[src/rtl/sa_ctrl_sequencer_if.sv]
// rtl/sa_ctrl_sequencer_if.sv - job command and SRAM window bus between a host and sa_ctrl_sequencer
interface sa_ctrl_sequencer_if #(
   parameter int AW = 5,
   parameter int CW = 4
);
   logic          i_start;
   logic          i_abort;
   logic [AW-1:0] i_top_start_addr;
   logic [AW-1:0] i_top_end_addr;
   logic [AW-1:0] i_left_start_addr;
   logic [AW-1:0] i_left_end_addr;
   logic [AW-1:0] i_down_base_addr;
   logic [CW-1:0] o_ctrl_state;
   logic [AW-1:0] o_top_sram_rd_start_addr;
   logic [AW-1:0] o_top_sram_rd_end_addr;
   logic [AW-1:0] o_left_sram_rd_start_addr;
   logic [AW-1:0] o_left_sram_rd_end_addr;
   logic [AW-1:0] o_down_sram_rd_start_addr;
   logic [AW-1:0] o_down_sram_rd_end_addr;
   logic          o_busy;
   logic          o_done;
   logic          o_err;

   modport master (
      output i_start, i_abort, i_top_start_addr, i_top_end_addr,
             i_left_start_addr, i_left_end_addr, i_down_base_addr,
      input  o_ctrl_state, o_top_sram_rd_start_addr, o_top_sram_rd_end_addr,
             o_left_sram_rd_start_addr, o_left_sram_rd_end_addr,
             o_down_sram_rd_start_addr, o_down_sram_rd_end_addr,
             o_busy, o_done, o_err
   );

   modport slave (
      input  i_start, i_abort, i_top_start_addr, i_top_end_addr,
             i_left_start_addr, i_left_end_addr, i_down_base_addr,
      output o_ctrl_state, o_top_sram_rd_start_addr, o_top_sram_rd_end_addr,
             o_left_sram_rd_start_addr, o_left_sram_rd_end_addr,
             o_down_sram_rd_start_addr, o_down_sram_rd_end_addr,
             o_busy, o_done, o_err
   );
endinterface

[src/rtl/sa_ctrl_sequencer.sv]
// rtl/sa_ctrl_sequencer.sv - sequences systolic array ctrl state IDLE->WARMUP->STEADY->DRAIN with latched SRAM windows
module sa_ctrl_sequencer #(
   parameter int NUM_ROW              = 4,
   parameter int NUM_COL              = 4,
   parameter int LOG2_SRAM_BANK_DEPTH = 5,
   parameter int CTRL_WIDTH           = 4
) (
   input logic              clk,
   input logic              rst_n,
   sa_ctrl_sequencer_if.slave bus
);
   localparam int AW        = LOG2_SRAM_BANK_DEPTH;
   localparam int DRAIN_LEN = NUM_ROW + NUM_COL - 1;
   localparam int DLW       = $clog2(DRAIN_LEN + 1);
   // Counter holds "cycles left minus one": K-1 fits in AW bits
   localparam int CNTW      = (AW > DLW) ? AW : DLW;

   localparam logic [1:0] ST_IDLE   = 2'd0;
   localparam logic [1:0] ST_WARMUP = 2'd1;
   localparam logic [1:0] ST_STEADY = 2'd2;
   localparam logic [1:0] ST_DRAIN  = 2'd3;

   logic [1:0]      state_q, state_d;
   logic [CNTW-1:0] cnt_q, cnt_d;
   logic [AW-1:0]   top_s_q, top_s_d, top_e_q, top_e_d;
   logic [AW-1:0]   left_s_q, left_s_d, left_e_q, left_e_d;
   logic [AW-1:0]   down_s_q, down_s_d, down_e_q, down_e_d;
   logic            busy_q, busy_d, done_q, done_d, err_q, err_d;

   logic [AW-1:0]   top_span, left_span, k_m1;
   logic            start_ok;

   assign top_span  = bus.i_top_end_addr - bus.i_top_start_addr;
   assign left_span = bus.i_left_end_addr - bus.i_left_start_addr;
   assign start_ok  = (bus.i_top_end_addr >= bus.i_top_start_addr) &&
                      (bus.i_left_end_addr >= bus.i_left_start_addr) &&
                      (top_span == left_span);
   assign k_m1      = top_e_q - top_s_q;

   always_comb begin
      state_d  = state_q;
      cnt_d    = cnt_q;
      top_s_d  = top_s_q;
      top_e_d  = top_e_q;
      left_s_d = left_s_q;
      left_e_d = left_e_q;
      down_s_d = down_s_q;
      down_e_d = down_e_q;
      done_d   = 1'b0;
      err_d    = 1'b0;
      case (state_q)
         ST_IDLE: begin
            if (bus.i_start && !bus.i_abort) begin
               if (start_ok) begin
                  top_s_d  = bus.i_top_start_addr;
                  top_e_d  = bus.i_top_end_addr;
                  left_s_d = bus.i_left_start_addr;
                  left_e_d = bus.i_left_end_addr;
                  down_s_d = bus.i_down_base_addr;
                  down_e_d = bus.i_down_base_addr + AW'(NUM_ROW - 1);
                  state_d  = ST_WARMUP;
                  cnt_d    = CNTW'(NUM_ROW - 1);
               end else begin
                  err_d = 1'b1;
               end
            end
         end
         ST_WARMUP: begin
            if (cnt_q == '0) begin
               state_d = ST_STEADY;
               cnt_d   = CNTW'(k_m1);
            end else begin
               cnt_d = cnt_q - 1'b1;
            end
         end
         ST_STEADY: begin
            if (cnt_q == '0) begin
               state_d = ST_DRAIN;
               cnt_d   = CNTW'(DRAIN_LEN - 1);
            end else begin
               cnt_d = cnt_q - 1'b1;
            end
         end
         ST_DRAIN: begin
            if (cnt_q == '0) begin
               state_d = ST_IDLE;
               done_d  = 1'b1;
            end else begin
               cnt_d = cnt_q - 1'b1;
            end
         end
         default: state_d = ST_IDLE;
      endcase
      // Abort drops the job without completion; latched windows stay visible
      if (state_q != ST_IDLE && bus.i_abort) begin
         state_d = ST_IDLE;
         cnt_d   = '0;
         done_d  = 1'b0;
      end
      busy_d = (state_d != ST_IDLE);
   end

   always_ff @(posedge clk or negedge rst_n) begin
      if (!rst_n) begin
         state_q  <= ST_IDLE;
         cnt_q    <= '0;
         top_s_q  <= '0;
         top_e_q  <= '0;
         left_s_q <= '0;
         left_e_q <= '0;
         down_s_q <= '0;
         down_e_q <= '0;
         busy_q   <= 1'b0;
         done_q   <= 1'b0;
         err_q    <= 1'b0;
      end else begin
         state_q  <= state_d;
         cnt_q    <= cnt_d;
         top_s_q  <= top_s_d;
         top_e_q  <= top_e_d;
         left_s_q <= left_s_d;
         left_e_q <= left_e_d;
         down_s_q <= down_s_d;
         down_e_q <= down_e_d;
         busy_q   <= busy_d;
         done_q   <= done_d;
         err_q    <= err_d;
      end
   end

   assign bus.o_ctrl_state              = CTRL_WIDTH'(state_q);
   assign bus.o_top_sram_rd_start_addr  = top_s_q;
   assign bus.o_top_sram_rd_end_addr    = top_e_q;
   assign bus.o_left_sram_rd_start_addr = left_s_q;
   assign bus.o_left_sram_rd_end_addr   = left_e_q;
   assign bus.o_down_sram_rd_start_addr = down_s_q;
   assign bus.o_down_sram_rd_end_addr   = down_e_q;
   assign bus.o_busy                    = busy_q;
   assign bus.o_done                    = done_q;
   assign bus.o_err                     = err_q;
endmodule

[src/flat_wrapper.sv]
// flat-port wrapper written by rule: the top's interface ports become plain ports
module sa_ctrl_sequencer_flat 
#(
   parameter int NUM_ROW              = 4,
   parameter int NUM_COL              = 4,
   parameter int LOG2_SRAM_BANK_DEPTH = 5,
   parameter int CTRL_WIDTH           = 4
)
  (clk, rst_n, bus_i_start, bus_i_abort, bus_i_top_start_addr, bus_i_top_end_addr, bus_i_left_start_addr, bus_i_left_end_addr, bus_i_down_base_addr, bus_o_ctrl_state, bus_o_top_sram_rd_start_addr, bus_o_top_sram_rd_end_addr, bus_o_left_sram_rd_start_addr, bus_o_left_sram_rd_end_addr, bus_o_down_sram_rd_start_addr, bus_o_down_sram_rd_end_addr, bus_o_busy, bus_o_done, bus_o_err);
  sa_ctrl_sequencer_if #(.AW(5), .CW(4)) bus_i ();
  input logic clk;
  input logic rst_n;
  input wire logic [$bits(bus_i.i_start)-1:0] bus_i_start;
  input wire logic [$bits(bus_i.i_abort)-1:0] bus_i_abort;
  input wire logic [$bits(bus_i.i_top_start_addr)-1:0] bus_i_top_start_addr;
  input wire logic [$bits(bus_i.i_top_end_addr)-1:0] bus_i_top_end_addr;
  input wire logic [$bits(bus_i.i_left_start_addr)-1:0] bus_i_left_start_addr;
  input wire logic [$bits(bus_i.i_left_end_addr)-1:0] bus_i_left_end_addr;
  input wire logic [$bits(bus_i.i_down_base_addr)-1:0] bus_i_down_base_addr;
  output wire logic [$bits(bus_i.o_ctrl_state)-1:0] bus_o_ctrl_state;
  output wire logic [$bits(bus_i.o_top_sram_rd_start_addr)-1:0] bus_o_top_sram_rd_start_addr;
  output wire logic [$bits(bus_i.o_top_sram_rd_end_addr)-1:0] bus_o_top_sram_rd_end_addr;
  output wire logic [$bits(bus_i.o_left_sram_rd_start_addr)-1:0] bus_o_left_sram_rd_start_addr;
  output wire logic [$bits(bus_i.o_left_sram_rd_end_addr)-1:0] bus_o_left_sram_rd_end_addr;
  output wire logic [$bits(bus_i.o_down_sram_rd_start_addr)-1:0] bus_o_down_sram_rd_start_addr;
  output wire logic [$bits(bus_i.o_down_sram_rd_end_addr)-1:0] bus_o_down_sram_rd_end_addr;
  output wire logic [$bits(bus_i.o_busy)-1:0] bus_o_busy;
  output wire logic [$bits(bus_i.o_done)-1:0] bus_o_done;
  output wire logic [$bits(bus_i.o_err)-1:0] bus_o_err;
  assign bus_i.i_start = bus_i_start;
  assign bus_i.i_abort = bus_i_abort;
  assign bus_i.i_top_start_addr = bus_i_top_start_addr;
  assign bus_i.i_top_end_addr = bus_i_top_end_addr;
  assign bus_i.i_left_start_addr = bus_i_left_start_addr;
  assign bus_i.i_left_end_addr = bus_i_left_end_addr;
  assign bus_i.i_down_base_addr = bus_i_down_base_addr;
  assign bus_o_ctrl_state = bus_i.o_ctrl_state;
  assign bus_o_top_sram_rd_start_addr = bus_i.o_top_sram_rd_start_addr;
  assign bus_o_top_sram_rd_end_addr = bus_i.o_top_sram_rd_end_addr;
  assign bus_o_left_sram_rd_start_addr = bus_i.o_left_sram_rd_start_addr;
  assign bus_o_left_sram_rd_end_addr = bus_i.o_left_sram_rd_end_addr;
  assign bus_o_down_sram_rd_start_addr = bus_i.o_down_sram_rd_start_addr;
  assign bus_o_down_sram_rd_end_addr = bus_i.o_down_sram_rd_end_addr;
  assign bus_o_busy = bus_i.o_busy;
  assign bus_o_done = bus_i.o_done;
  assign bus_o_err = bus_i.o_err;
  sa_ctrl_sequencer #(.NUM_ROW(NUM_ROW), .NUM_COL(NUM_COL), .LOG2_SRAM_BANK_DEPTH(LOG2_SRAM_BANK_DEPTH), .CTRL_WIDTH(CTRL_WIDTH)) u_core (.clk(clk), .rst_n(rst_n), .bus(bus_i));
endmodule
[config.mk]
export PLATFORM = sky130hd
export DESIGN_NAME = sa_ctrl_sequencer_flat
export DESIGN_NICKNAME = d
export VERILOG_FILES = /design/src/rtl/sa_ctrl_sequencer_if.sv /design/src/rtl/sa_ctrl_sequencer.sv /design/src/flat_wrapper.sv
export SDC_FILE = /design/constraint.sdc
export NUM_CORES = 1
export LEC_CHECK = 0
export BUFFER_PORTS_ARGS = -buffer_cell sky130_fd_sc_hd__buf_2
export CAP_MARGIN = 25
export CORE_UTILIZATION = 30
export CTS_CLUSTER_DIAMETER = 40
export DETAILED_ROUTE_END_ITERATION = 8
export PLACE_DENSITY_LB_ADDON = 0.3
export REMOVE_ABC_BUFFERS = 1
export SKIP_LAST_GASP = 1
export SYNTH_ARGS = -nofsm -noshare
export SYNTH_HDL_FRONTEND = slang
export SYNTH_SLANG_ARGS = --single-unit
[constraint.sdc]
create_clock -name clk -period 3.35 [get_ports clk]
set_input_delay 0.67 -clock clk [delete_from_list [all_inputs] [get_ports clk]]
set_output_delay 0.67 -clock clk [all_outputs]
set_load 0.05 [all_outputs]
---- Word-level counts from Yosys, hierarchy flattened ----
Index checks and enable logic that the tools add are counted.
word-level totals
  logic and storage cells ................. 56
  input port bits ......................... 29
  register bits ........................... 40
cells by class
  equal/unequal tests ..................... 7
  $add $sub $neg .......................... 5
  magnitude comparators ................... 2
  muxes and demuxes ....................... 20
  reduce and logical (&&, ||, !) cells .... 11
operators by type and width
  cell                                                                    number
  5-bit two-way mux                                                       6
  5-bit one-hot mux with 4 select lines                                   1
  5-bit subtractor                                                        3
  2-bit two-way mux                                                       6
  5-bit >= comparator                                                     2
  2-bit one-hot mux with 4 select lines                                   1
  1-bit two-way mux                                                       6
  3-bit by 1-bit != test with 1-bit output (second input constant)        2
  3-bit AND reduction                                                     2
  5-bit by 2-bit adder with 5-bit output (second input constant)          1
  5-bit equality test                                                     1
  5-bit zero test                                                         1
  5-bit by 1-bit subtractor with 5-bit output (second input constant)     1
  2-bit equality test (second input constant)                             2
  1-bit logical AND                                                       4
  2-bit nonzero test                                                      2
  3-bit != test (second input constant)                                   1
  2-bit by 1-bit equality test with 1-bit output (second input constant)  1
  2-bit zero test                                                         1
  1-bit zero test                                                         1

---- Logic depth before layout (Yosys ltp) ----
Gate-level depths: netlist of the first run.
  depth after elaboration ................. 8
  depth in mapped cells ................... 13
  gate-level depth less buffers ........... 11

---- Worst setup path after synthesis of the first run ----
No wires, ideal clock.
  path kind ............................... input to register
  start point ............................. input port bus_i_top_end_addr[0]
  end point ............................... register u_core.down_s_q[0], in the netlist u_core.bus.o_down_sram_rd_start_addr[0]
  library setup time ...................... 125 ps
  arrival ................................. 3045 ps
  stages on the path ...................... 13
  slack ................................... 180 ps
  data required time ...................... 3225 ps
  cells stage by stage .................... inv_1 ha_1 inv_1 fa_1 a21o_1 a21oi_2 xnor2_1 xnor2_1 nand4_1 or4_1 buf_6 buf_6 mux2_4
on the way
  word-level cells in the longest chain between the ends .. 4
  elaborated cells between the ends (all ways) .. 6
ends and longest elaborated chain
  what                                                      RTL line                                          RTL
  from (decl)                                               flat_wrapper.sv:16                                input wire logic [$bits(bus_i.i_top_end_addr)-1:0] bus_i_top_end_addr;
  5-bit subtractor or 5-bit >= comparator (tied branches)   sa_ctrl_sequencer.sv:33, sa_ctrl_sequencer.sv:35
  5-bit equality test or 1-bit logical AND (tied branches)  sa_ctrl_sequencer.sv:37, sa_ctrl_sequencer.sv:35
  1-bit logical AND *                                       sa_ctrl_sequencer.sv:36                           (bus.i_left_end_addr >= bus.i_left_start_addr) &&
  3-bit AND reduction (no source line) *                    --
  to (signal assigned)                                      sa_ctrl_sequencer.sv:123                          down_s_q <= down_s_d;
  to (decl)                                                 sa_ctrl_sequencer.sv:27                           logic [AW-1:0] down_s_q, down_s_d, down_e_q, down_e_d;
Every way passes the cells marked *; elsewhere a longest branch is shown, timed or not.
A chain may end at the register's enable or synchronous reset.

---- Final worst setup path of the first run ----
  start point ............................. input port bus_i_top_end_addr[0]
  end point ............................... register u_core.top_s_q[4], in the netlist u_core.bus.o_top_sram_rd_start_addr[4]
on the way
  word-level cells in the longest chain between the ends .. 4
  elaborated cells between the ends (all ways) .. 6
ends and longest elaborated chain
  what                                                      RTL line                                          RTL
  5-bit subtractor or 5-bit >= comparator (tied branches)   sa_ctrl_sequencer.sv:33, sa_ctrl_sequencer.sv:35
  5-bit equality test or 1-bit logical AND (tied branches)  sa_ctrl_sequencer.sv:37, sa_ctrl_sequencer.sv:35
  1-bit logical AND *                                       sa_ctrl_sequencer.sv:36
  3-bit AND reduction (no source line) *                    --
  to (signal assigned)                                      sa_ctrl_sequencer.sv:119                          top_s_q <= top_s_d;
  to (decl)                                                 sa_ctrl_sequencer.sv:25                           logic [AW-1:0] top_s_q, top_s_d, top_e_q, top_e_d;
Marked as above.

==> flow_summary.rst, run 1 <==
.. list-table::
   :header-rows: 1

   * - Metric
     - Value
   * - Routed WL
     - 4978 um
   * - Post-Place Worst Slack
     - -0.1404 ns
   * - Global-route congestion overflow total
     - 0
   * - Data arrival time of the worst path
     - roughly 3.4 ns
   * - Share of synthesized registers carrying an async set or reset
     - 1.000
   * - CTS tree
     - built
   * - Number of flops mapped to enable cells by yosys
     - 0
   * - Run status
     - completed
   * - Cells taking the most area after synthesis
     - sky130_fd_sc_hd__dfrtp_1 40%, sky130_fd_sc_hd__mux2_4 15%, sky130_fd_sc_hd__ha_1 8.1%
   * - Hold Vio Cnt, Final
     - 0
   * - Worst voltage drop across the vdd grid
     - approximately 0.20 mV
   * - Boundary Pins
     - 66
   * - Static Leak
     - 1.715 nW
   * - HPWL after detailed placement
     - 3822 um
   * - Via count
     - 1,753
   * - Worst Slack Setup Final
     - about 0.17 ns
   * - Final cell count without fillers
     - 385
   * - Final RePlAce weighted congestion
     - 0.7665
   * - Clk Latency, worst-skew pair
     - between 0.2 and 0.3 ns
   * - Slowest stage cell, crit path
     - sky130_fd_sc_hd__or4_2
   * - Overall Global Routing Usage
     - 0.1237
   * - Final Max Slew Viols
     - 0
   * - Clock Root Buffer
     - sky130_fd_sc_hd__clkbuf_8
   * - Crit path kind
     - in -> reg
   * - Area of combinational cells with multiple inputs
     - 1301 sq um
   * - Number of buffers added to fix hold violations after cts
     - 0
   * - Max stage delay on crit path
     - ~0.60 ns
   * - Largest net degree at the start of global routing
     - 41
   * - Synth-to-Final Area Change
     - 21.59%
   * - Avg Synthesized Cell Area
     - 11.59 sq um
   * - Synthesis Warnings
     - 0
   * - Count of cell types in the netlist
     - 44
   * - Drt first pass iters
     - 4
   * - Number of gates given a new drive strength after cts
     - 0
   * - Synth Cell Area
     - 2480 sq um
   * - Final nets
     - 330
   * - Area enclosed by the die boundary
     - approximately 8600 sq um
   * - Average wire per standard cell
     - between 10 and 15 um
   * - Worst hold margin
     - roughly 0.24 ns
   * - Portion of the post-synthesis area used by sequential elements
     - 0.4036
   * - Sinks on Clock Net
     - 40
   * - Htree depth
     - 2
   * - Post-route core utilization
     - 0.3842
   * - Post-route clock skew
     - approximately 0.0022 ns
   * - Cell count after synthesis
     - 214
   * - Crit start category
     - primary input
   * - RSZ-0062 raised after global routing
     - false
   * - Max Cap Violations
     - 0
   * - Largest area contributor in the netlist
     - sky130_fd_sc_hd__dfrtp_1
   * - Fraction of final layout cells with drive strength greater than 1
     - 0.3852
   * - Total of flip-flops plus latches after synthesis
     - 40
   * - Number of setup buffers added after CTS
     - 0
   * - Wire length of the first global-routing pass
     - 8355 um
   * - Worst Hold Class
     - in -> async
   * - Total core area
     - roughly 8000 sq um
   * - Post-synth top flop
     - sky130_fd_sc_hd__dfrtp_1
   * - Synth top area share
     - 0.4036
   * - Antenna diode count
     - 0
   * - Die span in y
     - 92.92 um
   * - Minimum clock period after layout
     - 3.177 ns
   * - Top achievable clock speed
     - 0.3147 GHz
   * - Number of placed instances, taps included
     - 376
   * - Starting DRC count in detailed routing
     - 43
   * - Clock Pin Slew Worst Setup and Hold Paths
     - approximately 0.080 ns
   * - Chain of cells forming the critical path
     - buf_2 -> inv_1 -> ha_1 -> inv_1 -> fa_1 -> a21o_1 -> a21oi_2 -> xnor2_1 -> xnor2_1 -> nand4_1 -> or4_2 -> buf_4 -> mux2_4
   * - Number of antenna violations at the first check in global routing
     - 0
   * - Storage cell area
     - 1001 sq um
   * - Maximum clock path buffer count
     - 2
   * - Number of buffers added by the clock tree synthesis step
     - 5
   * - Antenna Violating Nets Remaining
     - 0
   * - Number of input and output port buffers inserted
     - 63
   * - Power density over the cells
     - 489.7 nW/um^2
   * - Endpoint class of the critical path
     - register
   * - Final worst path period share
     - 0.9485
   * - Initial core utilization
     - 0.3160
   * - Largest fanout on the critical path
     - 13
   * - Final number of setup-violating endpoints
     - 0
   * - Filler instances
     - 797
   * - Vias in the first global route
     - roughly 1,800
   * - Worst EP required
     - approximately 3.5 ns
   * - Rows
     - 32
   * - Remaining routing DRC violations
     - 0
   * - Die X
     - roughly 93 um
   * - Average vias per placed instance
     - 4.553
   * - Total Power Consumption
     - 1.477 mW
kinds of logic (layout without fill, tap and decap cells):
group | after synthesis | in the layout | share of synthesized area
compound gates | 28 | 28 | 0.07367
mux | 33 | 33 | 0.1832
flops | 40 | 40 | 0.4036
fa+ha+maj | 20 | 20 | 0.1090
xor+xnor | 20 | 20 | 0.07064
simple gates | 38 | 38 | 0.08477
other cells | 1 | 2 | 0.001512
buf+inv | 34 | 102 | 0.07366
power breakdown:
group          internal [mW]  total (mW)  leakage, nW  switching [mW]
Combinational          0.182       0.485         1.14           0.303
Clock                  0.225       0.410       0.0548           0.186
Sequential             0.540       0.581        0.521          0.0414
metal layers:
metal | vias up | track usage | share of wire
met5 | - | 0 | 0
met4 | 0 | 0.04615 | 0.015
met3 | 5 | 0.03777 | 0.075
met2 | 61 | 0.1820 | 0.45
met1 | 822 | 0.1694 | 0.46
li1 | 865 | - | -
per-stage QoR:
stage / cell area, sq um / setup TNS (ns)
finish: 3015 / 0
global route: 3015 / 0
CTS: 2995 / 0
detailed placement: 2880 / -3.152
floorplan: 2391 / -9.621
global placement: 2880 / -1.055
registers in the layout (all words and copies together) (netlist names):
signal and cells:
u_core.bus.o_left_sram_rd_end_addr 5, u_core.bus.o_busy 1, u_core.bus.o_down_sram_rd_end_addr 5, u_core.bus.o_err 1, u_core.bus.o_top_sram_rd_start_addr 5, u_core.bus.o_left_sram_rd_start_addr 5
u_core.bus.o_top_sram_rd_end_addr 5, u_core.cnt_q 5, u_core.bus.o_done 1, u_core.bus.o_down_sram_rd_start_addr 5, u_core.state_q 2
cell type report:
| class | instances | area share |
|---|---|---|
| multi-input cells | 141 | 0.4315 |
| flip-flops and latches | 40 | 0.3320 |
| repair buffers | 70 | 0.1261 |
| well taps | 102 | 0.04232 |
| inverters | 24 | 0.02988 |
| clock buffers | 5 | 0.02282 |
| clock inverters | 3 | 0.01535 |
layout by cell type (no fill, tap or decap), drive strengths merged, types with 2 or more instances in the layout:
cell	n
a2111oi	2
a21o	3
a21oi	10
and4	2
buf	70
clkbuf	5
conb	2
dfrtp	40
fa	3
ha	16
inv	25
mux2	27
mux2i	6
nand2	3
nand2b	2
nand3b	3
nor2	11
nor3	7
o21ai	4
o22ai	2
or3	2
xnor2	13
xor2	7
Yosys cell counts, types with 2 or more instances:
cell type / n
sky130_fd_sc_hd__nand3b_1: 3
sky130_fd_sc_hd__xnor2_1: 13
sky130_fd_sc_hd__ha_1: 16
sky130_fd_sc_hd__nand2b_1: 2
sky130_fd_sc_hd__mux2_4: 24
sky130_fd_sc_hd__buf_4: 2
sky130_fd_sc_hd__a2111oi_0: 2
sky130_fd_sc_hd__mux2i_1: 6
sky130_fd_sc_hd__mux2_2: 3
sky130_fd_sc_hd__o22ai_1: 2
sky130_fd_sc_hd__nor2_1: 11
sky130_fd_sc_hd__a21oi_1: 9
sky130_fd_sc_hd__fa_1: 3
sky130_fd_sc_hd__buf_6: 2
sky130_fd_sc_hd__clkbuf_1: 4
sky130_fd_sc_hd__nand2_1: 3
sky130_fd_sc_hd__or3_1: 2
sky130_fd_sc_hd__nor3_1: 7
sky130_fd_sc_hd__inv_1: 24
sky130_fd_sc_hd__o21ai_0: 4
sky130_fd_sc_hd__a21o_1: 3
sky130_fd_sc_hd__xor2_1: 7
sky130_fd_sc_hd__buf_12: 2
sky130_fd_sc_hd__dfrtp_1: 40
worst max-delay path, delay by kind of cell:
family                   cells  cell delay, ns
AND/OR/NAND/NOR              2            0.74
XOR/XNOR                     2            0.30
multiplexers                 1            0.31
buffers and inverters        4            0.45
adder cells (fa/ha/maj)      2            0.54
AO/OA/AOI/OAI                2            0.34
path summary, 6_finish.rpt:
path	start	end	slack [ns]	cells after the start
worst max-delay path	bus_i_top_end_addr[0]	u_core.bus.o_top_sram_rd_start_addr[4]	0.17	13
worst min-delay path	rst_n	u_core.bus.o_down_sram_rd_start_addr[1]	0.24	1
worst max register to register	u_core.cnt_q[0]	u_core.cnt_q[3]	1.20	8
worst min register to register	u_core.bus.o_down_sram_rd_start_addr[0]	u_core.bus.o_down_sram_rd_start_addr[0]	0.51	1
max in group asynchronous	rst_n	u_core.bus.o_busy	2.66	2
min in group clk	u_core.bus.o_down_sram_rd_start_addr[0]	u_core.bus.o_down_sram_rd_start_addr[0]	0.51	1
No activity file was read; power rests on OpenSTA's default activity.
==> run 2: changes to the inputs <==
CTS_BUF_LIST = sky130_fd_sc_hd__clkbuf_16   (was unset)
clock period = 2.54 ns   (was 3.35 ns; I/O delays follow)
==> run 2 against run 1 <==
Count of clock-buffer cells in the layout is the same. Critical path type unchanged. Die area is the same. Critical path depth is the same. Final cell count grew 4.7%. Clock skew grew 0.0016 ns. The flow now finishes with violations (negative setup slack). Largest cell class unchanged. Critical endpoint is now u_core.bus.o_left_sram_rd_end_addr[3].
==> flow_summary.rst, run 2 (same netlist as run 1, synthesis figures left out) <==
.. list-table::
   :header-rows: 1

   * - Metric
     - Value
   * - Remaining routing DRC violations
     - 0
   * - Htree depth
     - 2
   * - Clock Root Buffer
     - sky130_fd_sc_hd__clkbuf_16
   * - Overall Global Routing Usage
     - 0.1374
   * - Max Cap Violations
     - 0
   * - Fraction of final layout cells with drive strength greater than 1
     - 0.4452
   * - Area enclosed by the die boundary
     - 8634 sq um
   * - Wire length of the first global-routing pass
     - 9342 um
   * - Static Leak
     - 1.867 nW
   * - Number of buffers added to fix hold violations after cts
     - 0
   * - Maximum clock path buffer count
     - 2
   * - Clk Latency, worst-skew pair
     - 0.28 ns
   * - Starting DRC count in detailed routing
     - 66
   * - Final number of setup-violating endpoints
     - 34
   * - Crit path kind
     - in -> reg
   * - Filler instances
     - 796
   * - Largest fanout on the critical path
     - 11
   * - Average vias per placed instance
     - roughly 4.6
   * - Via count
     - 1,857
   * - Final nets
     - 348
   * - HPWL after detailed placement
     - 4012 um
   * - Placed standard-cell area
     - 3000 sq um
   * - Number of antenna violations at the first check in global routing
     - 0
   * - Post-route clock skew
     - 0.003826 ns
   * - Largest net degree at the start of global routing
     - between 40 and 50
   * - Number of buffers added by the clock tree synthesis step
     - 5
   * - Crit start category
     - primary input
   * - Worst Hold Class
     - in -> async
   * - Drt first pass iters
     - 4
   * - Clock Pin Slew Worst Setup and Hold Paths
     - 0.06 ns
   * - CTS tree
     - built
   * - Total core area
     - 7848 sq um
   * - Number of cells on the worst reg-to-reg path
     - 9
   * - Endpoint class of the critical path
     - register
   * - Final worst path period share
     - 1.099
   * - Violated checks
     - negative setup slack
   * - Hold Vio Cnt, Final
     - 0
   * - Total Neg Setup Slack
     - -6.576 ns
   * - Worst voltage drop across the vdd grid
     - 0.3067 mV
   * - Minimum clock period after layout
     - approximately 2.8 ns
   * - Worst Slack Setup Final
     - -0.2508 ns
   * - RSZ-0062 raised after global routing
     - true
   * - Boundary Pins
     - 66
   * - Antenna Violating Nets Remaining
     - 0
   * - Final RePlAce weighted congestion
     - 0.7854
   * - Die span in y
     - 92.92 um
   * - Initial core utilization
     - 0.3160
   * - Routed WL
     - 5377 um
   * - Vias in the first global route
     - 1,952
   * - Final Max Slew Viols
     - 0
   * - Data arrival time of the worst path
     - 2.96 ns
   * - Average wire per standard cell
     - 13.34 um
   * - Die X
     - 92.92 um
   * - Worst EP required
     - 2.71 ns
   * - Run status
     - finished with violations
   * - Top achievable clock speed
     - 0.3583 GHz
   * - Synth-to-Final Area Change
     - 33.55%
   * - Number of input and output port buffers inserted
     - 63
   * - Global-route congestion overflow total
     - 0
   * - Antenna diode count
     - 0
   * - Most common cell after layout, fill and taps aside
     - sky130_fd_sc_hd__buf_2
   * - Power density over the cells
     - 657.9 nW/um^2
   * - Rows
     - 32
   * - Final std cell area, no fill
     - 3312 sq um
   * - Sinks on Clock Net
     - 40
   * - Most frequent cells in the layout
     - 62 x sky130_fd_sc_hd__buf_2, 40 x sky130_fd_sc_hd__dfrtp_1, 26 x sky130_fd_sc_hd__mux2_4
## run 2: repair_timing
action                     CTS  global route
setup endpoints to repair   35            35
pin swaps                    2             1
gates cloned                 1             0
gates resized for setup     22             3
buffers inserted             3             1
## run 2: final cells by class
type	instances	area, sq um	share of cell area
clock buffers	5	125.1	0.03778
clock inverters	3	46.29	0.01398
inverters	24	92.59	0.02796
multi-input cells	141	1341	0.4050
flip-flops and latches	40	1001	0.3022
well taps	102	127.6	0.03853
repair buffers	88	578.1	0.1745
## run 2: layer usage
layer  wire, um  GRT usage
met1       2479     0.1801
met3        310    0.04187
met2       2572     0.2218
met4         15    0.03077
met5          0          0
## run 2: final timing paths
kind,endpoint,slack [ns],from
worst max-delay path,u_core.bus.o_left_sram_rd_end_addr[3],-0.25,bus_i_top_end_addr[0]
worst min-delay path,u_core.bus.o_left_sram_rd_start_addr[3],0.14,rst_n
worst max register to register,u_core.cnt_q[1],0.35,u_core.cnt_q[0]
worst min register to register,u_core.bus.o_down_sram_rd_end_addr[4],0.51,u_core.bus.o_down_sram_rd_end_addr[4]
max in group asynchronous,u_core.state_q[0],1.93,rst_n
min in group clk,u_core.bus.o_left_sram_rd_start_addr[2],0.47,bus_i_left_start_addr[2]
## run 2: where the power goes
group          switching, mW  leakage, nW  internal [mW]
Sequential            0.0537        0.521          0.713
Combinational          0.411         1.27          0.265
Clock                  0.269       0.0804          0.467
Total                  0.734         1.87           1.45
## run 2: critical path, cell delays in order
cell and delay, ns:
sky130_fd_sc_hd__buf_6 0.10, sky130_fd_sc_hd__inv_4 0.05, sky130_fd_sc_hd__ha_4 0.13, sky130_fd_sc_hd__inv_2 0.03, sky130_fd_sc_hd__fa_2 0.33, sky130_fd_sc_hd__a21o_1 0.18
sky130_fd_sc_hd__a21oi_2 0.14, sky130_fd_sc_hd__xnor2_1 0.15, sky130_fd_sc_hd__xnor2_1 0.14, sky130_fd_sc_hd__nand4_1 0.16, sky130_fd_sc_hd__or4_4 0.54, sky130_fd_sc_hd__buf_12 0.20
sky130_fd_sc_hd__mux2_4 0.30
## run 2: per-stage QoR
stage	hold slack [ns]	setup WS [ns]	cells	power, mW	util
4_1_cts	0.4130	-0.2406	402	2.208	0.4188
2_1_floorplan	0.2124	-0.9972	205	1.256	-
6_report	0.1383	-0.2508	403	2.179	0.4220
3_5_place_dp	0.4864	-0.8025	392	1.442	0.3823
5_1_grt	0.1612	-0.3453	403	2.297	0.4220
3_3_place_gp	0.4883	-0.6947	392	1.436	0.3823
==> run 3: changes to the inputs <==
clock period = 3.24 ns   (was 2.54 ns; I/O delays follow)
==> run 3 against run 2 <==
The flow now finishes without violations. Clock power shrank 22%. Flip-flop and latch count is the same. First-iteration DRC count grew 12%. Register-to-register slack gained 0.76 ns. Sequential share of layout area grew 2.4 points. Wire length shrank 5.5%. Die area is the same. Critical path type unchanged. Total power shrank 23%. Via count shrank 5.5%.
==> flow_summary.rst, run 3 (same netlist as run 1, synthesis figures left out) <==
.. list-table::
   :header-rows: 1

   * - Metric
     - Value
   * - Run status
     - completed
   * - Data arrival time of the worst path
     - 3.14 ns
   * - Fraction of final layout cells with drive strength greater than 1
     - 0.3852
   * - Number of cells on the worst reg-to-reg path
     - 8
   * - Number of antenna violations at the first check in global routing
     - 0
   * - Final cell count without fillers
     - between 300 and 400
   * - Most frequent cells in the layout
     - 63 x sky130_fd_sc_hd__buf_2, 40 x sky130_fd_sc_hd__dfrtp_1, 24 x sky130_fd_sc_hd__inv_1, 24 x sky130_fd_sc_hd__mux2_4, 16 x sky130_fd_sc_hd__ha_1
   * - RSZ-0062 raised after global routing
     - false
   * - Final nets
     - 330
   * - Hold Vio Cnt, Final
     - 0
   * - Crit start category
     - primary input
   * - Worst-margin pin slew
     - roughly 0.90 ns
   * - Number of setup buffers added after CTS
     - 0
   * - Vias in the first global route
     - 1,827
   * - Area enclosed by the die boundary
     - 8634 sq um
   * - Total Power Consumption
     - between 1.5 and 2 mW
   * - Power density over the cells
     - 546.9 nW/um^2
   * - Via count
     - 1,755
   * - Final worst path period share
     - 0.9182
   * - Final RePlAce weighted congestion
     - 0.7868
   * - Global-route congestion overflow total
     - 0
   * - Final Max Slew Viols
     - 0
   * - HPWL after detailed placement
     - 3904 um
   * - Total core area
     - 7848 sq um
   * - Top achievable clock speed
     - 0.3362 GHz
   * - Routed WL
     - 5083 um
   * - Die span in y
     - 92.92 um
   * - Average wire per standard cell
     - roughly 13 um
   * - Endpoint class of the critical path
     - register
   * - Post-Place Worst Slack
     - -0.2207 ns
   * - Total Neg Setup Slack
     - 0 ns
   * - Number of placed instances, taps included
     - approximately 380
   * - Synth-to-Final Area Change
     - 23.76%
   * - Starting DRC count in detailed routing
     - 74
   * - CTS tree
     - built
   * - Remaining routing DRC violations
     - 0
   * - Worst Slack Setup Final
     - 0.2652 ns
   * - Final number of setup-violating endpoints
     - 0
   * - Htree depth
     - 2
   * - Worst voltage drop across the vdd grid
     - ~0.23 mV
   * - Minimum clock period after layout
     - about 3 ns
   * - Crit path kind
     - in -> reg
   * - Most common cell after layout, fill and taps aside
     - sky130_fd_sc_hd__buf_2
   * - Clk Latency, worst-skew pair
     - 0.28 ns
   * - Clock Pin Slew Worst Setup and Hold Paths
     - 0.06 ns
   * - Number of input and output port buffers inserted
     - 63
   * - Rows
     - 32
   * - Worst Hold Class
     - in -> async
   * - Drt first pass iters
     - 4
   * - Wire length of the first global-routing pass
     - 8687 um
   * - Final std cell area, no fill
     - between 3000 and 4000 sq um
   * - Number of buffers added by the clock tree synthesis step
     - 5
   * - Sinks on Clock Net
     - 40
   * - Initial core utilization
     - 0.3160
   * - Static Leak
     - 1.741 nW
   * - Die X
     - 92.92 um
   * - Antenna diode count
     - 0
   * - Maximum clock path buffer count
     - 2
   * - Antenna Violating Nets Remaining
     - 0
   * - Largest fanout on the critical path
     - 13
   * - Average vias per placed instance
     - 4.558
   * - Post-route clock skew
     - roughly 0.0043 ns
   * - Number of gates given a new drive strength after cts
     - 0
   * - Post-route core utilization
     - 0.3911
   * - Worst hold margin
     - 0.4950 ns
   * - Largest net degree at the start of global routing
     - 41
   * - Clock Root Buffer
     - sky130_fd_sc_hd__clkbuf_16
   * - Placed standard-cell area
     - 2888 sq um
   * - Number of buffers added to fix hold violations after cts
     - 0
   * - Worst EP required
     - approximately 3.4 ns
   * - Max Cap Violations
     - 0
   * - Overall Global Routing Usage
     - 0.1294
   * - Boundary Pins
     - 66
   * - Worst relative slew slack
     - 0.3969
-- run 3: cell type report --
cell class / instances / area, sq um
clock buffers: 5 / 125.1
clock inverters: 3 / 46.29
fillers: 809 / 4778
inverters: 24 / 90.09
multi-input cells: 141 / 1304
flip-flops and latches: 40 / 1001
well taps: 102 / 127.6
repair buffers: 70 / 375.4
-- run 3: final timing paths --
| kind | start | to | slack [ns] |
|---|---|---|---|
| worst max-delay path | bus_i_top_end_addr[0] | u_core.bus.o_down_sram_rd_start_addr[1] | 0.27 |
| worst min-delay path | rst_n | u_core.bus.o_left_sram_rd_start_addr[4] | 0.49 |
| min in group clk | u_core.bus.o_down_sram_rd_end_addr[0] | u_core.bus.o_down_sram_rd_end_addr[0] | 0.51 |
| worst max register to register | u_core.cnt_q[0] | u_core.cnt_q[3] | 1.11 |
| worst min register to register | u_core.bus.o_down_sram_rd_end_addr[0] | u_core.bus.o_down_sram_rd_end_addr[0] | 0.51 |
| max in group asynchronous | rst_n | u_core.cnt_q[0] | 2.18 |
-- run 3: report_power, final --
group / internal (mW) / leakage, nW / switching (mW)
sequential: 0.559 / 0.521 / 0.0430
combinational: 0.187 / 1.14 / 0.314
clock: 0.366 / 0.0804 / 0.210
-- run 3: per-layer routing --
layer / vias up / wire, um / GRT usage
met5: - / 0 / 0
met4: 0 / 46 / 0.03846
met3: 5 / 292 / 0.03941
met2: 43 / 2321 / 0.2114
met1: 837 / 2423 / 0.1638
li1: 870 / - / -
-- run 3: critical path, cell delays in order --
cell,delay (ns)
sky130_fd_sc_hd__buf_2,0.09
sky130_fd_sc_hd__inv_1,0.08
sky130_fd_sc_hd__ha_1,0.16
sky130_fd_sc_hd__inv_1,0.05
sky130_fd_sc_hd__fa_1,0.37
sky130_fd_sc_hd__a21o_1,0.19
sky130_fd_sc_hd__a21oi_2,0.15
sky130_fd_sc_hd__xnor2_1,0.15
sky130_fd_sc_hd__xnor2_1,0.13
sky130_fd_sc_hd__nand4_1,0.14
sky130_fd_sc_hd__or4_4,0.47
sky130_fd_sc_hd__buf_6,0.19
sky130_fd_sc_hd__mux2_4,0.31
